File: config.mk
export PLATFORM = sky130hd
export DESIGN_NAME = puf_crp_controller
export DESIGN_NICKNAME = d
export VERILOG_FILES = /design/src/rtl/puf_crp_controller.sv
export SDC_FILE = /design/constraint.sdc
export NUM_CORES = 1
export LEC_CHECK = 0
export ABC_AREA = 1
export CAP_MARGIN = 15
export CORE_UTILIZATION = 30
export CTS_CLUSTER_SIZE = 8
export DETAILED_ROUTE_END_ITERATION = 8
export GPL_TIMING_DRIVEN = 1
export SYNTH_ARGS = -nofsm -noshare
export SYNTH_HDL_FRONTEND = slang
export SYNTH_SLANG_ARGS = --single-unit
File: constraint.sdc
create_clock -name clk_i -period 1.4 [get_ports clk_i]
set_input_delay 0.42 -clock clk_i [delete_from_list [all_inputs] [get_ports clk_i]]
set_output_delay 0.42 -clock clk_i [all_outputs]
set_load 0.01 [all_outputs]
File: src/rtl/puf_crp_controller.sv
// Challenge-response initiator for an 8-bit-challenge arbiter/XOR PUF: LFSR challenges,
// one launch edge per challenge, synchronised response sampling, word packing and handoff.
module puf_crp_controller #(
  parameter int         RESP_BITS  = 16,
  parameter int         SETTLE_CYC = 8,
  parameter logic [7:0] LFSR_SEED  = 8'hA5
) (
  input  logic                 clk_i,
  input  logic                 rst_ni,
  input  logic                 start_i,
  input  logic                 seed_load_i,
  input  logic [7:0]           seed_i,
  output logic [7:0]           ch_o,
  output logic                 puf_in_o,
  output logic                 arb_clr_o,
  input  logic                 puf_resp_i,
  output logic [RESP_BITS-1:0] resp_word_o,
  output logic                 resp_valid_o,
  input  logic                 resp_ready_i,
  output logic                 busy_o,
  output logic                 led_busy_o,
  output logic                 led_done_o,
  output logic [2:0]           dbg_state_o
);

  // Output handshake: resp_word_o is valid while resp_valid_o=1 and is held
  // unchanged until the cycle in which resp_valid_o & resp_ready_i are both 1.

  localparam int CNT_W = $clog2(RESP_BITS);
  localparam int SET_W = $clog2(SETTLE_CYC);

  typedef enum logic [2:0] {
    S_IDLE   = 3'd0,
    S_CLEAR  = 3'd1,
    S_LAUNCH = 3'd2,
    S_SETTLE = 3'd3,
    S_SAMPLE = 3'd4,
    S_HOLD   = 3'd5
  } state_t;

  state_t               state_q, state_d;
  logic [7:0]           lfsr_q, lfsr_d;
  logic [RESP_BITS-1:0] shift_q, shift_d;
  logic [RESP_BITS-1:0] word_q, word_d;
  logic [CNT_W-1:0]     bit_cnt_q, bit_cnt_d;
  logic [SET_W-1:0]     settle_q, settle_d;
  logic                 resp_s1_q, resp_s2_q;
  logic                 arb_clr_q, arb_clr_d;
  logic                 puf_in_q, puf_in_d;
  logic                 valid_q, valid_d;
  logic                 busy_q, busy_d;
  logic                 feedback;

  assign feedback = lfsr_q[7] ^ lfsr_q[5] ^ lfsr_q[4] ^ lfsr_q[3];

  always_comb begin
    state_d   = state_q;
    lfsr_d    = lfsr_q;
    shift_d   = shift_q;
    word_d    = word_q;
    bit_cnt_d = bit_cnt_q;
    settle_d  = settle_q;
    case (state_q)
      S_IDLE: begin
        if (seed_load_i) begin
          lfsr_d = (seed_i == 8'h00) ? LFSR_SEED : seed_i;
        end else if (start_i) begin
          bit_cnt_d = '0;
          state_d   = S_CLEAR;
        end
      end
      S_CLEAR:  state_d = S_LAUNCH;
      S_LAUNCH: begin
        settle_d = SET_W'(SETTLE_CYC - 1);
        state_d  = S_SETTLE;
      end
      S_SETTLE: begin
        if (settle_q == '0) state_d = S_SAMPLE;
        else                settle_d = settle_q - SET_W'(1);
      end
      S_SAMPLE: begin
        shift_d = {shift_q[RESP_BITS-2:0], resp_s2_q};
        lfsr_d  = {lfsr_q[6:0], feedback};
        if (bit_cnt_q == CNT_W'(RESP_BITS - 1)) begin
          word_d  = shift_d;
          state_d = S_HOLD;
        end else begin
          bit_cnt_d = bit_cnt_q + CNT_W'(1);
          state_d   = S_CLEAR;
        end
      end
      S_HOLD: begin
        if (resp_ready_i) state_d = S_IDLE;
      end
      default: state_d = S_IDLE;
    endcase
    // Outputs are registered from the next state so they align with the state register.
    arb_clr_d = (state_d == S_CLEAR);
    puf_in_d  = (state_d == S_LAUNCH) || (state_d == S_SETTLE) || (state_d == S_SAMPLE);
    valid_d   = (state_d == S_HOLD);
    busy_d    = (state_d != S_IDLE);
  end

  always_ff @(posedge clk_i or negedge rst_ni) begin
    if (!rst_ni) begin
      state_q   <= S_IDLE;
      lfsr_q    <= LFSR_SEED;
      shift_q   <= '0;
      word_q    <= '0;
      bit_cnt_q <= '0;
      settle_q  <= '0;
      resp_s1_q <= 1'b0;
      resp_s2_q <= 1'b0;
      arb_clr_q <= 1'b0;
      puf_in_q  <= 1'b0;
      valid_q   <= 1'b0;
      busy_q    <= 1'b0;
    end else begin
      state_q   <= state_d;
      lfsr_q    <= lfsr_d;
      shift_q   <= shift_d;
      word_q    <= word_d;
      bit_cnt_q <= bit_cnt_d;
      settle_q  <= settle_d;
      resp_s1_q <= puf_resp_i;
      resp_s2_q <= resp_s1_q;
      arb_clr_q <= arb_clr_d;
      puf_in_q  <= puf_in_d;
      valid_q   <= valid_d;
      busy_q    <= busy_d;
    end
  end

  assign ch_o         = lfsr_q;
  assign puf_in_o     = puf_in_q;
  assign arb_clr_o    = arb_clr_q;
  assign resp_word_o  = word_q;
  assign resp_valid_o = valid_q;
  assign busy_o       = busy_q;
  assign led_busy_o   = busy_q;
  assign led_done_o   = valid_q;
  assign dbg_state_o  = state_q;

endmodule
== Word-level counts from Yosys, hierarchy flattened ==
Index checks and enable logic that the tools add are counted.
Storage, ports and cells
  bits in latches: 0
  bits in writable memories: 0
  bits in registers: 55
  memory bits (read-only): 0
  memories: 0
Cells by class
  add/subtract/negate cells: 2
  bitwise operators: 3
  order comparisons: 0
  mux-type cells: 15
  divide/modulo/power cells: 0
  $mul: 0
  reduce and logical (&&, ||, !) cells: 12
  equal/unequal tests: 16
  shift operators: 0
Operators by type and width (number)
  $mux W3: 6
  $pmux W3 S6: 1
  $mux W8: 2
  $pmux W8 S2: 1
  $eq A3 B2 Y1 const B: 4
  $eq A3 B3 Y1 const B: 4
  $mux W4: 3
  $ne A2 B2 Y1 const B: 5
  $logic_not A8 Y1: 1
  $pmux W4 S2: 1
  $eq A3 B1 Y1 const B: 2
  $logic_not A3 Y1: 2
  $pmux W3 S2: 1
  $reduce_and A2 Y1: 3
  $add A4 B1 Y4 const B: 1
  $eq A4 B4 Y1 const B: 1
  $reduce_and A4 Y1: 1
  $reduce_bool A2 Y1: 2
  $reduce_bool A3 Y1: 1
  $sub A3 B1 Y3 const B: 1
  $xor A1 B1 Y1: 3
  $logic_or A1 B1 Y1: 2

== Logic depth before layout (Yosys ltp) ==
Gate-level depths: netlist of the first run.
  word-level depth: 6
  gate-level depth with buffers: 9
  mapped depth without buffers: 9

== Least setup slack after synthesis of the first run ==
Ideal clock, no wire load.
  path kind: register -> register
  from: register settle_q[0]
  to: register busy_q (netlist: busy_o)
  cell stages (with the launch flop): 10
  data required time: 1.278 ns
  slack: 0.087 ns
  clock period less this slack: 1.313 ns
  arrival time: 1.191 ns
  setup time: 0.122 ns
  buffers on the path: 0
  cell sequence: dfrtp_1 inv_1 ha_1 inv_1 nor2_1 nand2_1 nand2_1 nand2_1 nor2_1 nand2_1
On the way
  cells in the longest elaborated chain, start to end: 4
RTL lines
  start: declaration: RTL line 46  | logic [SET_W-1:0] settle_q, settle_d;
  start signal: assignment: RTL line 124  | settle_q <= settle_d;
  $logic_not A3 Y1: RTL line 78  | if (settle_q == '0) state_d = S_SAMPLE;
  $mux W3: RTL line 78
  $pmux W3 S6: RTL line 63  | case (state_q)
  named net state_d[1]: RTL line 41  | state_t state_q, state_d;
  $reduce_bool A3 Y1: RTL line 101  | busy_d = (state_d != S_IDLE);
  named net busy_d: RTL line 51  | logic busy_q, busy_d;
  end signal: assignment: RTL line 130  | busy_q <= busy_d;
  end: declaration: RTL line 51
The timed path passes the listed nets, and every way through them passes these cells.
A chain may end at the register's enable or synchronous reset.

== Worst setup path after layout of the first run ==
  from: register state_q[0] (netlist: dbg_state_o[0])
  to: output dbg_state_o[0]
RTL lines
  start: declaration: RTL line 41
  start signal: assignment: RTL line 119  | state_q <= state_d;
  end: declaration: RTL line 23  | output logic [2:0] dbg_state_o
No word-level cell between the ends.

==> results of run 1 <==
==> registers in the layout (all words and copies together) (netlist names), 3 cells and up <==
signal,count
resp_word_o,16
shift_q,15
ch_o,8
bit_cnt_q,4
dbg_state_o,3
settle_q,3
==> worst reg2reg max path, delay by kind of cell, from the launching register on <==
family / cells / cell delay (ns)
and+or+nand+nor: 5 / 0.46
DFF: 1 / 0.41
buffers and inverters: 3 / 0.37
AOI/OAI and AO/OA: 1 / 0.07
==> per-layer routing <==
layer  global-route usage, %  part of all wire [%]
met5                       0                     0
met1                    18.2                    46
met4                    4.69                   1.5
met3                    2.99                   2.4
met2                    23.1                    50
==> final timing paths <==
path / startpoint / to / slack [ns]
max in group asynchronous: rst_ni / ch_o[2] / 1.02
setup / recovery: dbg_state_o[0] / dbg_state_o[0] / 0.003
hold / removal: rst_ni / dbg_state_o[1] / 0.08
min in group clk_i: resp_s1_q / resp_s2_q / 0.36
hold reg to reg: resp_s1_q / resp_s2_q / 0.36
setup reg to reg: dbg_state_o[0] / bit_cnt_q[1] / 0.02
==> synthesized netlist by cell type, drive strengths merged <==
library cell   n
nand3         13
ha             3
xor2           2
dfrtp         51
nor3           1
dfstp          4
clkbuf         2
a21oi          3
buf            9
o21ai         42
o31ai          1
nand2         98
inv           36
nor2          19
xnor2          1
==> area by class of cell <==
cell class,count,area [um^2],share of cell area [%]
inverter,36,140,3.99
timing repair buffer,91,798,22.8
multi-input combinational,183,965,27.5
clock buffer,5,68.8,1.96
tap,102,128,3.64
sequential,55,1380,39.4
clock inverter,3,27.5,0.785
==> kinds of logic after synthesis <==
kind of cell | after synthesis | share of synthesized area [%]
AND/OR/NAND/NOR | 131 | 21.7
flip-flops | 55 | 56.5
buffers and inverters | 47 | 8.70
AO/OA/AOI/OAI | 46 | 10.4
XOR/XNOR | 3 | 1.07
adder cells (fa/ha/maj) | 3 | 1.54
==> layout by cell type, fill, tap and decap left out, types with 2 or more instances in the layout <==
cell type        instances
a21oi_1                  3
clkbuf_2                16
dfstp_2                  4
nand2_2                  5
o21ai_0                 26
o21ai_2                  8
nand3_4                  2
nand3_2                  2
inv_1                   31
xor2_1                   2
nor2_4                   4
nand2_1                 91
dfrtp_1                 51
clkdlybuf4s50_1         12
buf_16                   2
o21ai_1                  8
buf_2                    5
clkdlybuf4s15_1          9
nor2_2                   5
buf_4                   34
nand3_1                  9
clkbuf_8                 5
inv_2                    4
buf_12                   3
inv_6                    2
nor2_1                  10
buf_6                   10
==> power breakdown <==
part	switching [mW]	internal, mW
Clock	0.567	0.372
Combinational	0.885	0.878
Sequential	0.188	1.87
==> stage by stage <==
step                hold slack [ns]  cell area [um^2]  worst slack (ns)
floorplan                     0.124              2440            0.0872
global placement              0.339              3200            -0.130
detailed placement            0.338              3200            -0.169
CTS                          0.0906              3500           -0.0429
global route                  0.101              3510           -0.0649
finish                       0.0778              3510           0.00276
==> what timing repair did <==
action,CTS,global route
buffers inserted,13,3
gates cloned,3,0
endpoints found under the setup margin,57,41
hold buffers,0,0
pin swaps,3,10
gates resized for setup,107,46
==> results.json, run 1 <==
{
  "hold_violations": 0,
  "grt_usage_pct": 14.0,
  "critPathTopFamily": "flip-flops",
  "period_share_pct": 99.8,
  "wl_per_cell_um": 11.7,
  "grt_pass1_wl_um": 9350,
  "drtPass1Iterations": 4,
  "required_ns": 0.98,
  "num_rows": 32,
  "cp.depth": 2,
  "gp_congestion": 0.748,
  "diodes": 0,
  "skew_ns": 0.00832,
  "synthTopCellsByArea": "dfrtp_1 52%, nand2_1 15%, o21ai_0 7.2%, inv_1 5.4%, dfstp_2 4.3%",
  "cts_root_buf": "clkbuf_8",
  "rsz0062_at_grt": "true",
  "die_y_um": 92.3,
  "die_w_um": 92.3,
  "crit_fanout": 2,
  "drive_above_1_share_pct": 31.4,
  "num_vias": 2021,
  "final_util_pct": 44.9,
  "dp.cells": 450,
  "yosys.area.top_type": "dfrtp_1",
  "drt-initial-drc-count": 56,
  "start_util_pct": 31.3,
  "clock.fmax_ghz": 0.716,
  "final-setup-viol-count": 0,
  "cp_num_buf_inv": 2,
  "dp_hpwl_um": 3650,
  "synth_cells": 285,
  "grt_pass1_vias": 1991,
  "numCtsBuffers": 5,
  "fill_cells": 781,
  "cts_tree": "yes",
  "finalCriticalPeriod_ns": 1.40,
  "yosys.area.top_type_share_pct": 52.2,
  "ys_seq_area_share_pct": 56.5,
  "antenna_found_initial": 0,
  "port_buffers": 46,
  "worstSetupEndpointType": "primary output",
  "tightest_slew_ns": 0.303,
  "critPathMaxStageDelay_ns": 0.41,
  "cts.reportedPaths.clkPinSlew_ns": 0.10,
  "leakage_nw": 1.75,
  "finalPower_mw": 4.76,
  "fin_setup_tns_ns": 0,
  "ys_ff_latch": 55,
  "antenna_left": 0,
  "syn_to_final_growth_pct": 43.5,
  "max_cap_viol_count": 0,
  "coreArea_um2": 7810,
  "clk_latency_ns": 0.32,
  "path_cells": "buf_4 > buf_6",
  "outcome": "completed",
  "htree_levels": 2,
  "holdCritPathClass": "in -> async",
  "reg2reg_depth": 9,
  "io_pins": 47,
  "drv_slew": 0,
  "grt_remaining_overflow": 0,
  "syn_nets": 302,
  "vias_per_cell": 4.25,
  "critPathKind": "reg -> out",
  "max-slew-margin-rel_pct": 79.8,
  "wl_um": 5570,
  "crit_path_top_delay_cell": "dfrtp_1",
  "grt_max_degree": 56,
  "die_area_um2": 8510,
  "syn_area_um2": 2440,
  "cp.arrival_ns": 0.98,
  "powerDensity_nw_per_um2": 1360,
  "avgSynthCellArea_um2": 8.58,
  "yosysWarnings": 0,
  "synth_cell_type_count": 22,
  "cp-start-kind": "flop",
  "drc": 0,
  "clockBufferDepth": 2,
  "layoutNonFillerInstCount": 475,
  "clock_sinks": 55,
  "fin_nets": 389,
  "ir_drop_mv": 0.854
}
(Power assumes the default switching activity.)
==> inputs of run 2 (changes only) <==
CAP_MARGIN = unset   (was 15)
CELL_PAD_IN_SITES_DETAIL_PLACEMENT = 0   (was unset)
CELL_PAD_IN_SITES_GLOBAL_PLACEMENT = 1   (was unset)
PLACE_DENSITY_LB_ADDON = 0.1   (was unset)
==> run 2 against run 1 <==
Wire length shrank 2.4%; maximum frequency grew 0.11%; sequential share of layout area is 0.064 points higher; global-route usage decreased by 0.46 points; power shrank 3.0%; cell area barely moved; register-to-register slack better by 0.05 ns; cell count rose by 1.1%; die area did not move; combinational power down 8%; first-iteration DRC count increased by 30%; critical path type unchanged; largest cell class unchanged; sequential power barely moved.
==> results.json, run 2 (synthesis gave the netlist of run 1 again) <==
{
  "grt_pass1_vias": 1956,
  "drt-initial-drc-count": 73,
  "clock.fmax_ghz": 0.716,
  "syn_to_final_growth_pct": 43.4,
  "skew_ns": 0.00748,
  "diodes": 0,
  "fin_setup_tns_ns": 0,
  "critPathTopFamily": "flip-flops",
  "grt_remaining_overflow": 0,
  "cts_tree": "yes",
  "numCtsBuffers": 5,
  "die_y_um": 92.3,
  "die_w_um": 92.3,
  "cp_num_buf_inv": 1,
  "tightest_slew_ns": 0.301,
  "clockBufferDepth": 2,
  "use_met2_pct": 21.3,
  "num_vias": 2032,
  "drc": 0,
  "crit_fanout": 2,
  "cp-start-kind": "flop",
  "layout_common_cells": "91 x nand2_1, 50 x dfrtp_1, 39 x buf_4",
  "finalCriticalPeriod_ns": 1.40,
  "max_cap_viol_count": 0,
  "die_area_um2": 8510,
  "outcome": "completed",
  "wl_per_cell_um": 11.3,
  "clk_latency_ns": 0.31,
  "finalPower_mw": 4.62,
  "worstSetupEndpointType": "primary output",
  "start_util_pct": 31.3,
  "htree_levels": 2,
  "fin_nets": 394,
  "ir_drop_mv": 0.625,
  "met3_usage_pct": 2.90,
  "antenna_left": 0,
  "io_pins": 47,
  "grt_pass1_wl_um": 9120,
  "port_buffers": 46,
  "drive_above_1_share_pct": 32.5,
  "layout_commonest_cell": "nand2_1",
  "required_ns": 0.98,
  "powerDensity_nw_per_um2": 1320,
  "cts.reportedPaths.clkPinSlew_ns": 0.11,
  "critPathKind": "reg -> out",
  "critPathMaxStageDelay_ns": 0.56,
  "vias_per_cell": 4.23,
  "rsz0062_at_grt": "true",
  "cp.arrival_ns": 0.98,
  "grt_usage_pct": 13.5,
  "path_cells": "buf_6",
  "leakage_nw": 1.76,
  "dp_hpwl_um": 3550,
  "drv_slew": 0,
  "coreArea_um2": 7810,
  "clock_sinks": 55,
  "wl_um": 5440,
  "largest_reg_flops": 16,
  "crit_path_top_delay_cell": "dfstp_2",
  "drtPass1Iterations": 4,
  "max-slew-margin-rel_pct": 80.0,
  "gp_congestion": 0.701,
  "busiest_layer": "met2",
  "antenna_found_initial": 0,
  "period_share_pct": 99.7,
  "cts_root_buf": "clkbuf_8",
  "holdBufCountCts": 0,
  "grt_max_degree": 56,
  "holdCritPathClass": "in -> async",
  "final-setup-viol-count": 0,
  "num_rows": 32,
  "use_met1_pct": 18.8,
  "hold_violations": 0
}
==> run 2: final cells by class <==
type	count	area [um^2]
Timing Repair Buffer	96	807
Sequential cell	55	1380
Multi-Input combinational cell	183	950
Clock buffer	5	68.8
Tap cell	102	128
Inverter	36	143
Clock inverter	3	27.5
Fill cell	805	4300
==> run 2: what timing repair did <==
action | CTS | global route
pin swaps | 4 | 5
buffers inserted | 16 | 3
setup endpoints to repair | 43 | 58
cloned | 1 | 1
gates resized for setup | 102 | 48
==> run 2: layer usage <==
metal	up-vias	part of all wire, %
li1	1067	-
met4	0	0.97
met2	27	46
met5	-	0
met3	4	3.3
met1	934	50
==> run 2: metrics by stage <==
step | util [%] | cell area (um^2) | instances | setup slack, ns | hold slack [ns]
2_1_floorplan | - | 2440 | 285 | 0.0872 | 0.124
3_3_place_gp | 41.4 | 3240 | 453 | -0.141 | 0.334
3_5_place_dp | 41.4 | 3240 | 453 | -0.191 | 0.343
4_1_cts | 45.3 | 3540 | 477 | -0.0365 | 0.0914
5_1_grt | 44.9 | 3510 | 480 | -0.0416 | 0.0984
6_report | 44.9 | 3510 | 480 | 0.00429 | 0.0804
==> run 2: worst paths after layout <==
kind	startpoint	endpoint	slack, ns	cells after the start
max	ch_o[5]	ch_o[5]	0.004	1
min	rst_ni	dbg_state_o[0]	0.08	2
max reg2reg	dbg_state_o[1]	bit_cnt_q[3]	0.07	10
min reg2reg	resp_s1_q	resp_s2_q	0.37	0
max in group asynchronous	rst_ni	ch_o[5]	1.02	2
min in group clk_i	resp_s1_q	resp_s2_q	0.37	0
==> run 2: report_power, final <==
| part | switching (mW) | internal [mW] | leakage, nW |
|---|---|---|---|
| logic | 0.811 | 0.814 | 0.999 |
| registers | 0.178 | 1.88 | 0.716 |
| clock network | 0.572 | 0.372 | 0.0467 |
==> variant: new RTL, settings of run 1 <==
Change the parameter `RESP_BITS` from 16 to 64.
--- a/src/rtl/puf_crp_controller.sv
+++ b/src/rtl/puf_crp_controller.sv
@@ -2,5 +2,5 @@
 // one launch edge per challenge, synchronised response sampling, word packing and handoff.
 module puf_crp_controller #(
-  parameter int         RESP_BITS  = 16,
+  parameter int         RESP_BITS  = 64,
   parameter int         SETTLE_CYC = 8,
   parameter logic [7:0] LFSR_SEED  = 8'hA5
Ports: changed (resized resp_word_o); port bits go from 47 to 95. No check against the original RTL was run, so the function may have changed too.
==> variant against run 1 <==
  * The flow now finishes with violations (negative setup slack)
  * Area after synthesis is 150% higher
  * Sequential cell count is 98 higher
  * Wire length grew to 2.7 times the old value
  * Combinational power is 4% higher
  * Final area is 150% higher
  * Total power is 140% higher
  * Setup slack worse by 0.084 ns
  * Utilization is 0.79 points lower
==> variant: results (changes against run 1) <==
Parameter                              Value

STA
  Setup clock skew after layout ... 0.00962 ns (was 0.00832 ns)
  Final WS setup ... -0.0808 ns (was 0.00276 ns)
  Final setup violation count ... 83 (was 0)

Global routing
  Global-route track usage on met3 ... 4.24% (was 2.99%)
  Tot GR Track Use ... 14.4% (was 14.0%)
  Met2 demand-to-capacity share in global routing ... 22.7% (was 23.1%)
  Met1 usage ... 18.6% (was 18.2%)

Layout
  # clk buffers ... 21 (was 5)
  Number of nets in the finished design ... 852 (was 389)
  Max FFs per register ... 64 (was 16)
  Fraction of standard cell area that is sequential ... 44.2% (was 39.4%)

Clocking
  Post-CTS Repair Setup Buffers ... 22 (was 13)
  Maximum level of the CTS H-tree ... 4 (was 2)
  Clock root cell ... sky130_fd_sc_hd__clkbuf_16 (was sky130_fd_sc_hd__clkbuf_8)
  Source-to-sink clock delay at the later pin of the worst-skew pair ... 0.42 ns (was 0.32 ns)
  Resized cells post-CTS ... 365 (was 107)
  Hold-fix buffers, CTS ... 1 (was 0)
  Inserted Clock Buffers ... 17 (was 5)

Placement
  Buffers added on ports ... 94 (was 46)
  Placement-stage cell area ... 7560 um2 (was 3200 um2)
  Global placement routability congestion ... 0.755 (was 0.748)

Run status
  Failing checks ... negative setup slack
  Status ... finished, violations left (was finished, final reports clean)

Setup path
  Data arrival time of the critical path ... 1.06 ns (was 0.98 ns)
  Delay of the slowest cell on the worst path ... 0.54 ns (was 0.41 ns)
  Register-to-register path setup slack ... -0.08 ns (was 0.02 ns)
  Worst reg2reg path depth ... 8 (was 9)

Detailed routing
  Detailed route wirelength on metal2 ... 7.20 mm (was 2.77 mm)
  Met3 routed WL ... 569 um (was 133 um)

Synthesis
  Post-synthesis share of cell area spent on xor and xnor gates ... 0.289% (was 1.07%)
  Post-synthesis sequential area ratio ... 63.3% (was 56.5%)

Die
  Total number of placement rows ... 51 (was 32)

Power
  Leak Pwr ... 4.17 nW (was 1.75 nW)
  Peak supply drop ... 815 uV (was 854 uV)
variant: cell count changes after synthesis, sizes merged, moves of 2 or more:
cell,change
clkbuf,+6
dfrtp,+98
or2,+2
buf,+16
nor2,+2
nand2,+91
inv,+52
o21ai,+101
variant: worst max path at each step:
stage | start | cells after the start | slack, ns | endpoint
final | ch_o[5]$_DFFE_PN1P_ | 1 | -0.08 | ch_o[5]
after global routing | bit_cnt_q[1]$_DFFE_PN0P_ | 8 | -0.16 | resp_word_o[52]$_DFFE_PN0P_
after floorplan | dbg_state_o[0]$_DFF_PN0_ | 8 | 0.002 | resp_word_o[10]$_DFFE_PN0P_
after global placement | start_i | 6 | -0.20 | bit_cnt_q[2]$_DFFE_PN0P_
after CTS | ch_o[5]$_DFFE_PN1P_ | 1 | -0.11 | ch_o[5]
after detailed placement | start_i | 6 | -0.22 | bit_cnt_q[4]$_DFFE_PN0P_
